**src/rtl/pipeline_pkg.sv**
```systemverilog
// Shared fetch-stage types and constants for the pipeline.
package pipeline_pkg;

  localparam int XLEN = 32;
  localparam logic [31:0] NOP_INSTR = 32'h0000_0013;
  localparam int PC_STEP = 4;

  typedef struct packed {
    logic [XLEN-1:0] pc;
    logic [XLEN-1:0] instr;
  } fetch_entry_t;

endpackage

```
**src/rtl/fetch_fifo.sv**
```systemverilog
// Prefetch queue: DEPTH entries of {pc, instr}; synchronous clear wins over push and pop.
module fetch_fifo
  import pipeline_pkg::*;
#(
  parameter int DEPTH = 4,
  parameter type entry_t = fetch_entry_t,
  parameter int CW = $clog2(DEPTH + 1)
) (
  input  logic          clk,
  input  logic          rst,
  input  logic          clear,
  input  logic          push,
  input  logic          pop,
  input  entry_t        wdata,
  output entry_t        head,
  output logic [CW-1:0] count
);

  localparam int PW = $clog2(DEPTH);

  entry_t          mem [DEPTH];
  logic [PW-1:0]   rd_ptr;
  logic [PW-1:0]   wr_ptr;

  // DEPTH is a power of two, so the pointers wrap on their own.
  always_ff @(posedge clk) begin
    if (rst || clear) begin
      rd_ptr <= '0;
      wr_ptr <= '0;
      count  <= '0;
    end else begin
      if (push) begin
        mem[wr_ptr] <= wdata;
        wr_ptr      <= wr_ptr + PW'(1);
      end
      if (pop) begin
        rd_ptr <= rd_ptr + PW'(1);
      end
      case ({push, pop})
        2'b10:   count <= count + CW'(1);
        2'b01:   count <= count - CW'(1);
        default: count <= count;
      endcase
    end
  end

  assign head = mem[rd_ptr];

endmodule

```
**src/rtl/fetch_prefetch_unit.sv**
```systemverilog
// Instruction fetch stage: owns the fetch PC, drives the 1-cycle SRAM and queues words for decode.
// Define FETCH_BYPASS_EN to hand a live SRAM response straight to decode when the queue is empty.
module fetch_prefetch_unit
  import pipeline_pkg::*;
#(
  parameter int WIDTH = 32,
  parameter int DEPTH = 4,
  parameter int ADDR_BITS = 11,
  parameter logic [WIDTH-1:0] RESET_PC = '0
) (
  input  logic                 clk,
  input  logic                 rst,
  output logic                 IMEM_REQ,
  output logic [ADDR_BITS-1:0] IMEM_ADDR,
  input  logic [WIDTH-1:0]     IMEM_Q,
  input  logic                 REDIRECT,
  input  logic [WIDTH-1:0]     REDIRECT_PC,
  output logic                 INSTR_VALID,
  input  logic                 INSTR_READY,
  output logic [WIDTH-1:0]     INSTR,
  output logic [WIDTH-1:0]     INSTR_PC
);

  localparam int CW = $clog2(DEPTH + 1);

  typedef struct packed {
    logic [WIDTH-1:0] pc;
    logic [WIDTH-1:0] instr;
  } entry_t;

  logic [WIDTH-1:0] fetch_pc;
  logic [WIDTH-1:0] req_pc;
  logic             inflight;
  logic             kill;
  logic [CW-1:0]    count;
  logic [CW-1:0]    occupancy;
  entry_t           head;
  entry_t           resp_entry;
  logic             issue;
  logic             live_resp;
  logic             bypass;
  logic             push;
  logic             pop;

  // An in-flight read already owns a slot, so a response can always be pushed.
  assign occupancy  = count + CW'(inflight);
  assign issue      = !rst && !REDIRECT && (occupancy < CW'(DEPTH));
  assign live_resp  = inflight && !kill && !REDIRECT;
  assign resp_entry = '{pc: req_pc, instr: IMEM_Q};

`ifdef FETCH_BYPASS_EN
  assign bypass = live_resp && (count == '0);
`else
  assign bypass = 1'b0;
`endif

  assign push      = live_resp && !(bypass && INSTR_READY);
  assign pop       = !rst && (count != '0) && INSTR_READY;
  assign IMEM_REQ  = issue;
  assign IMEM_ADDR = fetch_pc[ADDR_BITS+1:2];

  always_comb begin
    INSTR_VALID = 1'b0;
    INSTR       = WIDTH'(NOP_INSTR);
    INSTR_PC    = '0;
    if (!rst) begin
      if (count != '0) begin
        INSTR_VALID = 1'b1;
        INSTR       = head.instr;
        INSTR_PC    = head.pc;
      end else if (bypass) begin
        INSTR_VALID = 1'b1;
        INSTR       = IMEM_Q;
        INSTR_PC    = req_pc;
      end
    end
  end

  // A redirect blocks issue, so the kill flag only has to cover the response slot after it.
  always_ff @(posedge clk) begin
    if (rst) begin
      fetch_pc <= RESET_PC;
      req_pc   <= '0;
      inflight <= 1'b0;
      kill     <= 1'b0;
    end else begin
      inflight <= issue;
      kill     <= REDIRECT;
      if (REDIRECT) begin
        fetch_pc <= REDIRECT_PC & ~WIDTH'(3);
      end else if (issue) begin
        req_pc   <= fetch_pc;
        fetch_pc <= fetch_pc + WIDTH'(PC_STEP);
      end
    end
  end

  fetch_fifo #(
    .DEPTH   (DEPTH),
    .entry_t (entry_t),
    .CW      (CW)
  ) u_fifo (
    .clk   (clk),
    .rst   (rst),
    .clear (REDIRECT),
    .push  (push),
    .pop   (pop),
    .wdata (resp_entry),
    .head  (head),
    .count (count)
  );

endmodule
```
**config.mk**
```make
export PLATFORM = sky130hd
export DESIGN_NAME = fetch_prefetch_unit
export DESIGN_NICKNAME = d
export VERILOG_FILES = /design/src/rtl/pipeline_pkg.sv /design/src/rtl/fetch_fifo.sv /design/src/rtl/fetch_prefetch_unit.sv
export SDC_FILE = /design/constraint.sdc
export NUM_CORES = 1
export LEC_CHECK = 0
export BUFFER_PORTS_ARGS = -buffer_cell sky130_fd_sc_hd__buf_2
export CORE_MARGIN = 2
export CORE_UTILIZATION = 56
export CTS_BUF_LIST = sky130_fd_sc_hd__clkbuf_4
export DETAILED_ROUTE_END_ITERATION = 6
export PLACE_DENSITY = 0.77
export SLEW_MARGIN = 10
export SYNTH_ARGS = -nofsm -noshare
export SYNTH_HDL_FRONTEND = slang
export SYNTH_SLANG_ARGS = --single-unit
export TNS_END_PERCENT = 100
```
**constraint.sdc**
```tcl
create_clock -name clk -period 3.1 [get_ports clk]
set_input_delay 0.155 -clock clk [delete_from_list [all_inputs] [get_ports clk]]
set_output_delay 0.155 -clock clk [all_outputs]
set_load 0.005 [all_outputs]
```
# --- Word level (Yosys, flattened, before mapping) ---
# Memories as Yosys holds them, arrays and structs flattened. A register that Yosys moved wholly into a read port is not among the register bits.
# Cells that the tools add are included.
op_classes:
  add_sub_neg: 6
  magnitude_cmp: 1
  eq_ne: 2
  n_mux: 14
  bitwise_logic: 1
  reduce_logical: 15
ops:
  columns: ["operator", "n"]
  rows:
  - ["$mux W32", 6]
  - ["$add A32 B3 Y32 const B", 1]
  - ["$logic_and A1 B1 Y1", 6]
  - ["$pmux W3 S2", 1]
  - ["$mux W1", 5]
  - ["$add A2 B1 Y2 const B", 2]
  - ["$mux W2", 2]
  - ["$reduce_bool A2 Y1", 2]
  - ["$add A3 B1 Y3", 1]
  - ["$add A3 B1 Y3 const B", 1]
  - ["$logic_not A1 Y1", 3]
  - ["$lt A3 B3 Y1 const B", 1]
  - ["$reduce_bool A3 Y1", 1]
  - ["$sub A3 B1 Y3 const B", 1]
  - ["$eq A2 B1 Y1 const B", 1]
  - ["$eq A2 B2 Y1 const B", 1]
  - ["$reduce_and A2 Y1", 1]
  - ["$reduce_or A2 Y1", 1]
  - ["$logic_or A1 B1 Y1", 1]
  - ["$not A1 Y1", 1]
totals:
  register_bits: 73
  mem_bits_rw: 256
  inputBits: 68
  out_inout_bits: 77
  wordCells: 48
  mem_count: 1
mem_list:
  columns: ["memory", "depth", "word_bits", "read_ports", "rd_ports_with_merged_regs", "write_ports", "line_no", "rtl"]
  rows:
  - ["u_fifo.mem", 4, 64, 1, 1, 1, "fetch_fifo.sv:21", "entry_t mem [DEPTH];"]

# --- Depth between registers and ports, before layout ---
# Gate-level depths: netlist of the first run.
depth:
  depth_word: 6
  depth_mapped: 10
  depth_no_buf: 9

# --- By module ---
# A second synthesis of the first run with hierarchy kept.
hier_totals:
  cells_unflattened: 812
  area_unflattened_um2: 13213.9
by_module_without_submodules:
  columns: ["mod", "n_inst", "cells_per_inst", "area_per_inst_um2", "seq_area_each_um2"]
  rows:
  - ["fetch_fifo", 1, 381, 9743.1, 7867.5]
  - ["fetch_prefetch_unit", 1, 431, 3470.8, 1241.2]

# --- Least setup slack after synthesis of the first run ---
# Ideal clock, no wire load.
synth_timing:
  path_kind: "reg2reg"
  startpoint: "register inflight"
  endpoint: "memory u_fifo.mem[0][0] (netlist name), enable pin"
  setup_ps: 427
  arrival_ps: 2180
  required_time_ps: 2673
  slack_ps: 493
  stages_incl_launch_ff: 4
  path_buffers: 1
  synth_period_minus_slack_ps: 2607
  cell_sequence: "dfxtp_1 nor2b_1 buf_1 and3_1"
synth_via:
  elab_chain_len: 5
synth_lines:
  columns: ["element", "line_no", "rtl"]
  rows:
  - ["start, declared", "fetch_prefetch_unit.sv:33", "logic inflight;"]
  - ["start signal, assigned", "fetch_prefetch_unit.sv:87", "inflight <= issue;"]
  - ["$logic_and A1 B1 Y1 (2 in series)", "fetch_prefetch_unit.sv:48", "assign live_resp = inflight && !kill && !REDIRECT;"]
  - ["$mux W1", "fetch_fifo.sv:32", "if (push) begin"]
  - ["$mux W1", "fetch_fifo.sv:27", "if (rst || clear) begin"]
  - ["$mux W1 (implied by the code)", "fetch_fifo.sv:33", "mem[wr_ptr] <= wdata;"]
  - ["end, declared", "fetch_fifo.sv:21", null]
# No other way between the ends.

# --- Worst setup path after layout of the first run ---
layout_timing:
  startpoint: "register fetch_pc[2]"
  endpoint: "register fetch_pc[20]"
layout_via:
  elab_chain_len: 3
layout_lines:
  columns: ["element", "line_no", "rtl"]
  rows:
  - ["start, declared", "fetch_prefetch_unit.sv:31", "logic [WIDTH-1:0] fetch_pc;"]
  - ["start signal, assigned", "fetch_prefetch_unit.sv:90", "fetch_pc <= REDIRECT_PC & ~WIDTH'(3);"]
  - ["start signal, assigned", "fetch_prefetch_unit.sv:93", "fetch_pc <= fetch_pc + WIDTH'(PC_STEP);"]
  - ["$add A32 B3 Y32", "fetch_prefetch_unit.sv:93", null]
  - ["$mux W32", "fetch_prefetch_unit.sv:91", "end else if (issue) begin"]
  - ["$mux W32", "fetch_prefetch_unit.sv:89", "if (REDIRECT) begin"]
# No other way between the ends. The select of a mux whose other input is x is not followed.
# A chain may end at the register's enable or synchronous reset.

==> impl_summary.txt, run 1 <==
----------------------------------------------------
[Clock tree]
  Deepest level of the CTS H-tree ... 3
  # clock sinks ... between 300 and 400
  Clock-pin slew on the worst setup and hold paths ... roughly 0.060 ns
  Buffers inserted by post-CTS timing repair ... 0
  Library cell used as clock root buffer ... sky130_fd_sc_hd__clkbuf_4
  Maximum clock insertion buffer count ... 3
  Clk_lat worst skew ... 0.67 ns
  Inserted Clock Buffers ... 80
  TritonCTS clock tree ... yes

[STA]
  Fmax achieved ... approximately 0.36 GHz
  Fin Clk Skew ... ~0.055 ns
  Final setup TNS ... 0 ns
  Final worst slack ... 0.329 ns
  Final count of hold timing violations ... 0
  Post-layout min period ... 2.77 ns
  RSZ-0062 raised after global routing ... false
  Final setup vio count ... 0
  Final clock period utilization by the worst path ... between 80 and 90%
  Transition time at the pin with the least slew margin ... about 0.82 ns
  Slew Viols, Final ... 0
  Relative slew slack ... 44.8%

[Hold path]
  Launch instance of the worst min-delay path ... REDIRECT
  Hold Path Class ... input pin to flop
  Hold Crit Endpoint ... fetch_pc[30]
  Hold depth ... 3

[Setup path]
  Startpoint of the worst register-to-register path ... fetch_pc[2]
  Launching element type of the critical path ... flop
  Crit end category ... flop
  Internal reg-to-reg setup slack ... around 0.33 ns
  Maximum fanout along the worst path ... 7
  Endpoint of the worst register-to-register path ... fetch_pc[20]
  Slowest stage cell on the critical path ... sky130_fd_sc_hd__dlygate4sd3_1
  Length in cells of the worst reg-to-reg path ... 7
  CP top delay family ... simple AND/OR/NAND/NOR gates
  Worst EP arrival ... between 3 and 4 ns
  Buf+Inv Stages, Crit Path ... 1
  Cells traversed along the worst timing path ... ha_1 > nand3_1 > nor3_2 > nand4_1 > mux2_1 > a21oi_1 > dlygate4sd3_1
  Maximum single-stage delay on the critical path ... between 0.5 and 0.6 ns
  Endpoint required time on the critical path ... ~3.7 ns
  Kind of critical path ... flop to flop

[Synthesis]
  Flip-flop and latch count after synthesis ... around 320
  Average cell area after synthesis ... 15.6 um^2
  Count of different cell masters after synthesis ... slightly below 60
  Post-synthesis instance total ... between 800 and 900
  Number of flops mapped to enable cells by yosys ... approximately 250
  Async set or reset register ratio after synthesis ... 0%
  Summed instance area of the synthesized netlist ... approximately 13,000 um^2
  Synth Flop Type ... sky130_fd_sc_hd__edfxtp_1
  Synth warnings ... 0
  Sequential element share of the synthesized area ... around 69%

[Floorplan]
  Die height ... 155 um
  Placeable core area ... 22,600 um^2
  Die X-Extent ... 155 um
  Starting Density ... 56.8%
  Die area ... between 20,000 and 25,000 um^2
  Boundary Pins ... between 100 and 150
  Count of standard-cell rows ... 55

[Global routing]
  Initial antenna violation count ... 1
  First-pass GRT wire length ... 41,400 um
  Total global routing track utilization ... roughly 22%
  Number of global-route vias before repair ... roughly 8,100
  Total congestion overflow after global routing ... 0
  Largest net degree at the start of global routing ... 62

[Drt]
  Remaining routing DRC violations ... 0
  Remaining antenna violation count after routing ... 0
  First-pass detailed-route iteration total ... 5
  DR WL/cell ... around 19 um
  Routed via count divided by cell count ... between 5 and 6
  DRT Wirelength ... approximately 26,000 um
  Count of routing violations after the opening detailed-route iteration ... about 600
  Via count ... a little under 8,000

[Outcome]
  Outcome ... completed

[Placement]
  Worst setup slack after placement ... approximately 0.83 ns
  Post-DP HPWL ... approximately 16,000 um
  Last weighted congestion value of the routability-driven placer ... roughly 0.84
  Port bufs ... 140

[Power and ir drop]
  Cell area power density ... 538 nW/um^2
  LEAKAGE ... roughly 5.5 nW
  VDD IR max ... 0.284 mV

[Run]
  # Max-Cap Violations ... 0

[Final layout]
  Net count reported at finish ... about 1,100
  P&R area growth vs syn ... 20.7%
  Share of cells above drive strength 1 ... 32.9%

----------------------------------------------------
## layout make-up
cell class | instances | area, um^2
inverters | 10 | 40.0
fillers | 1554 | 7100
well taps | 285 | 357
repair buffers | 233 | 1620
clock inverters | 13 | 50.0
diodes | 1 | 2.50
clock buffers | 123 | 923
flip-flops and latches | 319 | 8870
multi-input cells | 430 | 3600
## worst reg2reg max path: stages (launching register included)
cell	delay [ns]
sky130_fd_sc_hd__dfxtp_1	0.47
sky130_fd_sc_hd__ha_1	0.27
sky130_fd_sc_hd__nand3_1	0.19
sky130_fd_sc_hd__nor3_2	0.52
sky130_fd_sc_hd__nand4_1	0.20
sky130_fd_sc_hd__mux2_1	0.35
sky130_fd_sc_hd__a21oi_1	0.16
sky130_fd_sc_hd__dlygate4sd3_1	0.57
## power by group
group | internal (mW) | switching [mW]
clock network | 1.79 | 1.52
logic | 0.156 | 0.159
registers | 4.64 | 0.0602
total | 6.58 | 1.74
## metal layers
metal / global-route usage, % / vias up / part of all wire [%]
met5: 0 / - / 0
met4: 8.26 / 0 / 1.8
met3: 4.99 / 45 / 7.9
met2: 37.5 / 347 / 50
met1: 28.7 / 3881 / 41
li1: - / 3672 / -
## synth_stat cells, types with 2 or more instances
cell | n | area [um^2]
sky130_fd_sc_hd__buf_2 | 14 | 70.1
sky130_fd_sc_hd__nand3_2 | 2 | 20.0
sky130_fd_sc_hd__and2_1 | 64 | 400
sky130_fd_sc_hd__a2bb2oi_1 | 3 | 26.3
sky130_fd_sc_hd__mux2_1 | 2 | 22.5
sky130_fd_sc_hd__nor4_2 | 2 | 25.0
sky130_fd_sc_hd__dfxtp_1 | 71 | 1420
sky130_fd_sc_hd__buf_4 | 15 | 113
sky130_fd_sc_hd__o21ai_1 | 4 | 20.0
sky130_fd_sc_hd__nor3_1 | 6 | 30.0
sky130_fd_sc_hd__a21oi_1 | 48 | 240
sky130_fd_sc_hd__xnor2_1 | 9 | 78.8
sky130_fd_sc_hd__or3_1 | 7 | 43.8
sky130_fd_sc_hd__a32oi_1 | 3 | 26.3
sky130_fd_sc_hd__clkbuf_1 | 30 | 113
sky130_fd_sc_hd__a211oi_1 | 4 | 30.0
sky130_fd_sc_hd__inv_1 | 8 | 30.0
sky130_fd_sc_hd__nand4_1 | 13 | 81.3
sky130_fd_sc_hd__mux4_2 | 62 | 1400
sky130_fd_sc_hd__and3_1 | 12 | 75.1
sky130_fd_sc_hd__a311oi_1 | 2 | 17.5
sky130_fd_sc_hd__xor2_1 | 9 | 78.8
sky130_fd_sc_hd__and4_1 | 3 | 26.3
sky130_fd_sc_hd__nor4_1 | 5 | 31.3
sky130_fd_sc_hd__o22ai_1 | 3 | 18.8
sky130_fd_sc_hd__o311ai_0 | 2 | 17.5
sky130_fd_sc_hd__nand2_1 | 84 | 315
sky130_fd_sc_hd__o21ai_0 | 6 | 30.0
sky130_fd_sc_hd__nor2_1 | 22 | 82.6
sky130_fd_sc_hd__a31oi_1 | 9 | 56.3
sky130_fd_sc_hd__o211ai_1 | 2 | 15.0
sky130_fd_sc_hd__edfxtp_1 | 248 | 7450
sky130_fd_sc_hd__ha_1 | 6 | 75.1
sky130_fd_sc_hd__nand3_1 | 15 | 75.1
sky130_fd_sc_hd__buf_1 | 3 | 11.3
## registers in the layout, indices dropped and copies added, names as in the netlist, named ones only
signal / cells
u_fifo.count: 3
u_fifo.rd_ptr: 2
u_fifo.mem: 248
kill: 1
u_fifo.wr_ptr: 2
inflight: 1
fetch_pc: 30
req_pc: 30
## stage by stage
step                area, um^2  instances  utilization (%)  hold slack (ns)  total power [mW]
floorplan                12800        822                -            0.254              4.92
global placement         13800       1204             61.0            0.370              5.01
detailed placement       13800       1204             61.0            0.376              5.02
CTS                      15500       1413             68.5           0.0234              8.41
global route             15500       1414             68.5           0.0775              8.68
finish                   15500       1414             68.5           0.0882              8.32
## layout by cell type (no fill, tap or decap), types with 21 or more instances in the layout
master / synthesis / final
sky130_fd_sc_hd__nor2_1: 22 / 21
sky130_fd_sc_hd__dlygate4sd3_1: 0 / 73
sky130_fd_sc_hd__dfxtp_1: 71 / 69
sky130_fd_sc_hd__mux4_2: 62 / 62
sky130_fd_sc_hd__and2_1: 64 / 64
sky130_fd_sc_hd__nand2_1: 84 / 84
sky130_fd_sc_hd__clkbuf_4: 0 / 123
sky130_fd_sc_hd__a21oi_1: 48 / 48
sky130_fd_sc_hd__buf_2: 14 / 140
sky130_fd_sc_hd__edfxtp_1: 248 / 248
## worst max path at each step
stage	slack, ns	end	depth (start not counted)	startpoint
after floorplan	0.49	u_fifo.mem[0][0]	3	inflight
after global placement	0.85	u_fifo.count[2]	9	u_fifo.count[2]
after detailed placement	0.83	u_fifo.count[2]	9	u_fifo.count[2]
after CTS	0.27	INSTR[15]	4	flop
after global routing	0.15	fetch_pc[20]	7	fetch_pc[2]
final	0.33	fetch_pc[20]	7	fetch_pc[2]
## kinds of logic after synthesis
family / count (synthesis) / synth area share (%)
flip-flops: 319 / 69.2
AND/OR/NAND/NOR: 247 / 10.5
AO/OA/AOI/OAI: 90 / 4.15
buffers and inverters: 73 / 2.79
multiplexers: 65 / 11.2
XOR/XNOR: 19 / 1.36
adder cells (fa/ha/maj): 7 / 0.742
other: 1 / 0.0293
## what timing repair did
| action | in CTS | in global routing |
|---|---|---|
| hold endpoints to repair | 175 | 0 |
| hold buffers | 73 | 0 |
| resized for setup | 0 | 0 |
(Power assumes the default switching activity.)
==> inputs of run 2 (changes only) <==
- PLACE_DENSITY: 0.77 -> 0.85
==> impl_summary.txt, run 2 (synthesis results as in run 1) <==
----------------------------------------------------
[Clock tree]
  Buffers inserted by post-CTS timing repair ... 0 (unchanged)
  Library cell used as clock root buffer ... sky130_fd_sc_hd__clkbuf_4
  TritonCTS clock tree ... yes
  Maximum clock insertion buffer count ... 3 (unchanged)
  Deepest level of the CTS H-tree ... 3 (unchanged)
  Clock-pin slew on the worst setup and hold paths ... 0.07 ns (about the same)
  Number of hold-repair buffers added at the cts stage ... 72 (-1.4%)
  Inserted Clock Buffers ... 79 (-1.3%)
  # clock sinks ... 319 (unchanged)
  Number of gates given a new drive strength after cts ... 0 (unchanged)
  Clk_lat worst skew ... 0.67 ns (about the same)

[Power and ir drop]
  Fraction of power consumed by combinational cells ... 3.7% (about the same)
  LEAKAGE ... 5.53 nW (+0.23%)
  Fraction of power consumed by the clock network ... 41.2% (+1.4 points)
  Cell area power density ... 550 nW/um^2 (+2.2%)
  Net switching power of the design ... 1.82 mW (+4.7%)
  Part of the power in registers ... 55.0% (-1.5 points)
  P_int ... 6.71 mW (+2.0%)
  VDD IR max ... 0.250 mV (-12%)
  Fraction of power spent switching nets ... 21.3% (+0.43 points)

[Drt]
  Remaining antenna violation count after routing ... 0 (unchanged)
  Count of routing violations after the opening detailed-route iteration ... 720 (+17%)
  DRT Wirelength ... 27,500 um (+5.2%)
  First-pass detailed-route iteration total ... 5 (unchanged)
  DR WL/cell ... 19.4 um (+4.9%)
  Routed via count divided by cell count ... 5.71 (+1.6%)
  Remaining routing DRC violations ... 0 (unchanged)
  Via count ... 8,097 (+1.9%)

[Global routing]
  Total congestion overflow after global routing ... 0 (unchanged)
  First-pass GRT wire length ... 43,300 um (+4.4%)
  Total global routing track utilization ... 23.3% (+1.0 points)
  Number of global-route vias before repair ... 8,254 (+2.0%)
  Initial antenna violation count ... 2 (+1)
  Largest net degree at the start of global routing ... 62 (unchanged)

[Setup path]
  Kind of critical path ... flop to output port
  Endpoint required time on the critical path ... 2.94 ns (-0.76 ns)
  Startpoint of the worst register-to-register path ... u_fifo.count[2]
  Length in cells of the worst reg-to-reg path ... 9 (+2)
  Internal reg-to-reg setup slack ... 0.76 ns (+0.43 ns)
  Slowest stage cell on the critical path ... sky130_fd_sc_hd__dfxtp_4
  Endpoint of the worst register-to-register path ... u_fifo.count[2]
  Crit end category ... output port
  Maximum fanout along the worst path ... 30 (+23)
  Launching element type of the critical path ... flop
  Worst EP arrival ... 2.67 ns (-0.71 ns)
  Maximum single-stage delay on the critical path ... 0.76 ns (+0.19 ns)
  Cells traversed along the worst timing path ... buf_4 > mux4_2 > and2_1 > buf_2

[Placement]
  Port bufs ... 140 (unchanged)
  Post-DP HPWL ... 15,900 um (+1.6%)
  Last weighted congestion value of the routability-driven placer ... 0.869 (+3.6%)
  Total cell area at the placement stage ... 13,800 um^2 (about the same)

[Final layout]
  Registers with the most flip-flops ... u_fifo.mem (248), fetch_pc (30), req_pc (30)
  P&R area growth vs syn ... 21.2%
  Combined flip-flop and latch cell area ... 8870 um^2 (unchanged)
  Total area of multi-input combinational cells ... 3600 um^2 (unchanged)
  Highest-count cells in the layout ignoring fill and taps ... sky130_fd_sc_hd__edfxtp_1, sky130_fd_sc_hd__buf_2, sky130_fd_sc_hd__clkbuf_4
  Net count reported at finish ... 1,145 (-0.35%)
  Register containing the most flip-flops in the final layout ... u_fifo.mem
  Number of filler instances in the final layout ... 1,493 (-3.9%)
  Max FFs per register ... 248 (unchanged)
  Share of the core filled with cells ... 68.8% (+0.25 points)
  Share of cells above drive strength 1 ... 33.2% (+0.27 points)
  Final instance area ... 15,500 um^2 (+0.36%)
  Most frequent standard cell in the layout excluding fill and tap cells ... sky130_fd_sc_hd__edfxtp_1

[Floorplan]
  Starting Density ... 56.8% (unchanged)
  Placeable core area ... 22,600 um^2 (unchanged)
  Die height ... 155 um (unchanged)
  Die area ... 24,100 um^2 (unchanged)
  Boundary Pins ... 145 (unchanged)
  Count of standard-cell rows ... 55 (unchanged)
  Die X-Extent ... 155 um (unchanged)

[Hold path]
  Hold Path Class ... input pin to flop
  Launch instance of the worst min-delay path ... rst
  Hold depth ... 2 (-1)
  Hold Crit Endpoint ... fetch_pc[8]

[STA]
  Final setup vio count ... 0 (unchanged)
  RSZ-0062 raised after global routing ... false
  Final clock period utilization by the worst path ... 91.2% (+1.8 points)
  WHS ... 0.0709 ns (-0.0173 ns)
  Relative slew slack ... 48.5% (+3.6 points)
  Final setup TNS ... 0 ns (unchanged)
  Fmax achieved ... 0.354 GHz (-2.0%)
  Slew Viols, Final ... 0 (unchanged)
  Fin Clk Skew ... 0.0301 ns (-0.0247 ns)
  Post-layout min period ... 2.83 ns (+0.0553 ns)
  Final count of hold timing violations ... 0 (unchanged)
  Transition time at the pin with the least slew margin ... 0.767 ns (-0.0537 ns)

[Run]
  # Max-Cap Violations ... 0 (unchanged)

[Outcome]
  Outcome ... completed

----------------------------------------------------
-- run 2: worst max-delay path, delay by kind of cell, from the launching register on --
family        cells  cell delay (ns)
simple gates      1             0.18
flops             1             0.76
mux               1             0.54
buf+inv           2             0.52
-- run 2: area by class of cell --
| type | instances | share of cell area [%] |
|---|---|---|
| antenna | 2 | 0.0322 |
| inverter | 10 | 0.258 |
| multi-input combinational | 430 | 23.2 |
| tap | 285 | 2.30 |
| sequential | 319 | 57.2 |
| timing repair buffer | 230 | 10.3 |
| clock buffer | 126 | 6.09 |
| clock inverter | 16 | 0.604 |
-- run 2: power groups by stage --
stage	Sequential (mW)	Clock [mW]	Combinational, mW
final	4.70	3.52	0.317
after floorplan	4.77	0	0.151
after CTS	4.69	3.61	0.309
after detailed placement	4.79	0	0.238
after global routing	4.70	3.84	0.344
after global placement	4.78	0	0.231
-- run 2: how the worst max path moves through the flow --
stage | slack (ns) | startpoint | cells past startpoint | end
after global placement | 0.78 | rst | 4 | u_fifo.mem[1][12]
after global routing | 0.09 | flop | 4 | INSTR[12]
final | 0.27 | flop | 4 | INSTR[12]
after floorplan | 0.49 | inflight | 3 | u_fifo.mem[0][0]
after CTS | 0.19 | flop | 4 | INSTR[14]
after detailed placement | 0.72 | rst | 4 | u_fifo.mem[1][12]
-- run 2: metrics by stage --
stage | power [mW] | setup slack [ns] | cells
2_1_floorplan | 4.92 | 0.493 | 822
4_1_cts | 8.61 | 0.191 | 1416
3_3_place_gp | 5.01 | 0.782 | 1202
6_report | 8.53 | 0.273 | 1418
3_5_place_dp | 5.03 | 0.721 | 1202
5_1_grt | 8.88 | 0.0914 | 1418
-- run 2: metal layers --
metal	track usage, %	part of all wire, %	vias to the layer above
met5	0	0	-
met4	8.39	1.6	0
met3	5.26	7.9	34
met2	39.5	50	394
met1	30.0	41	3991
li1	-	-	3678
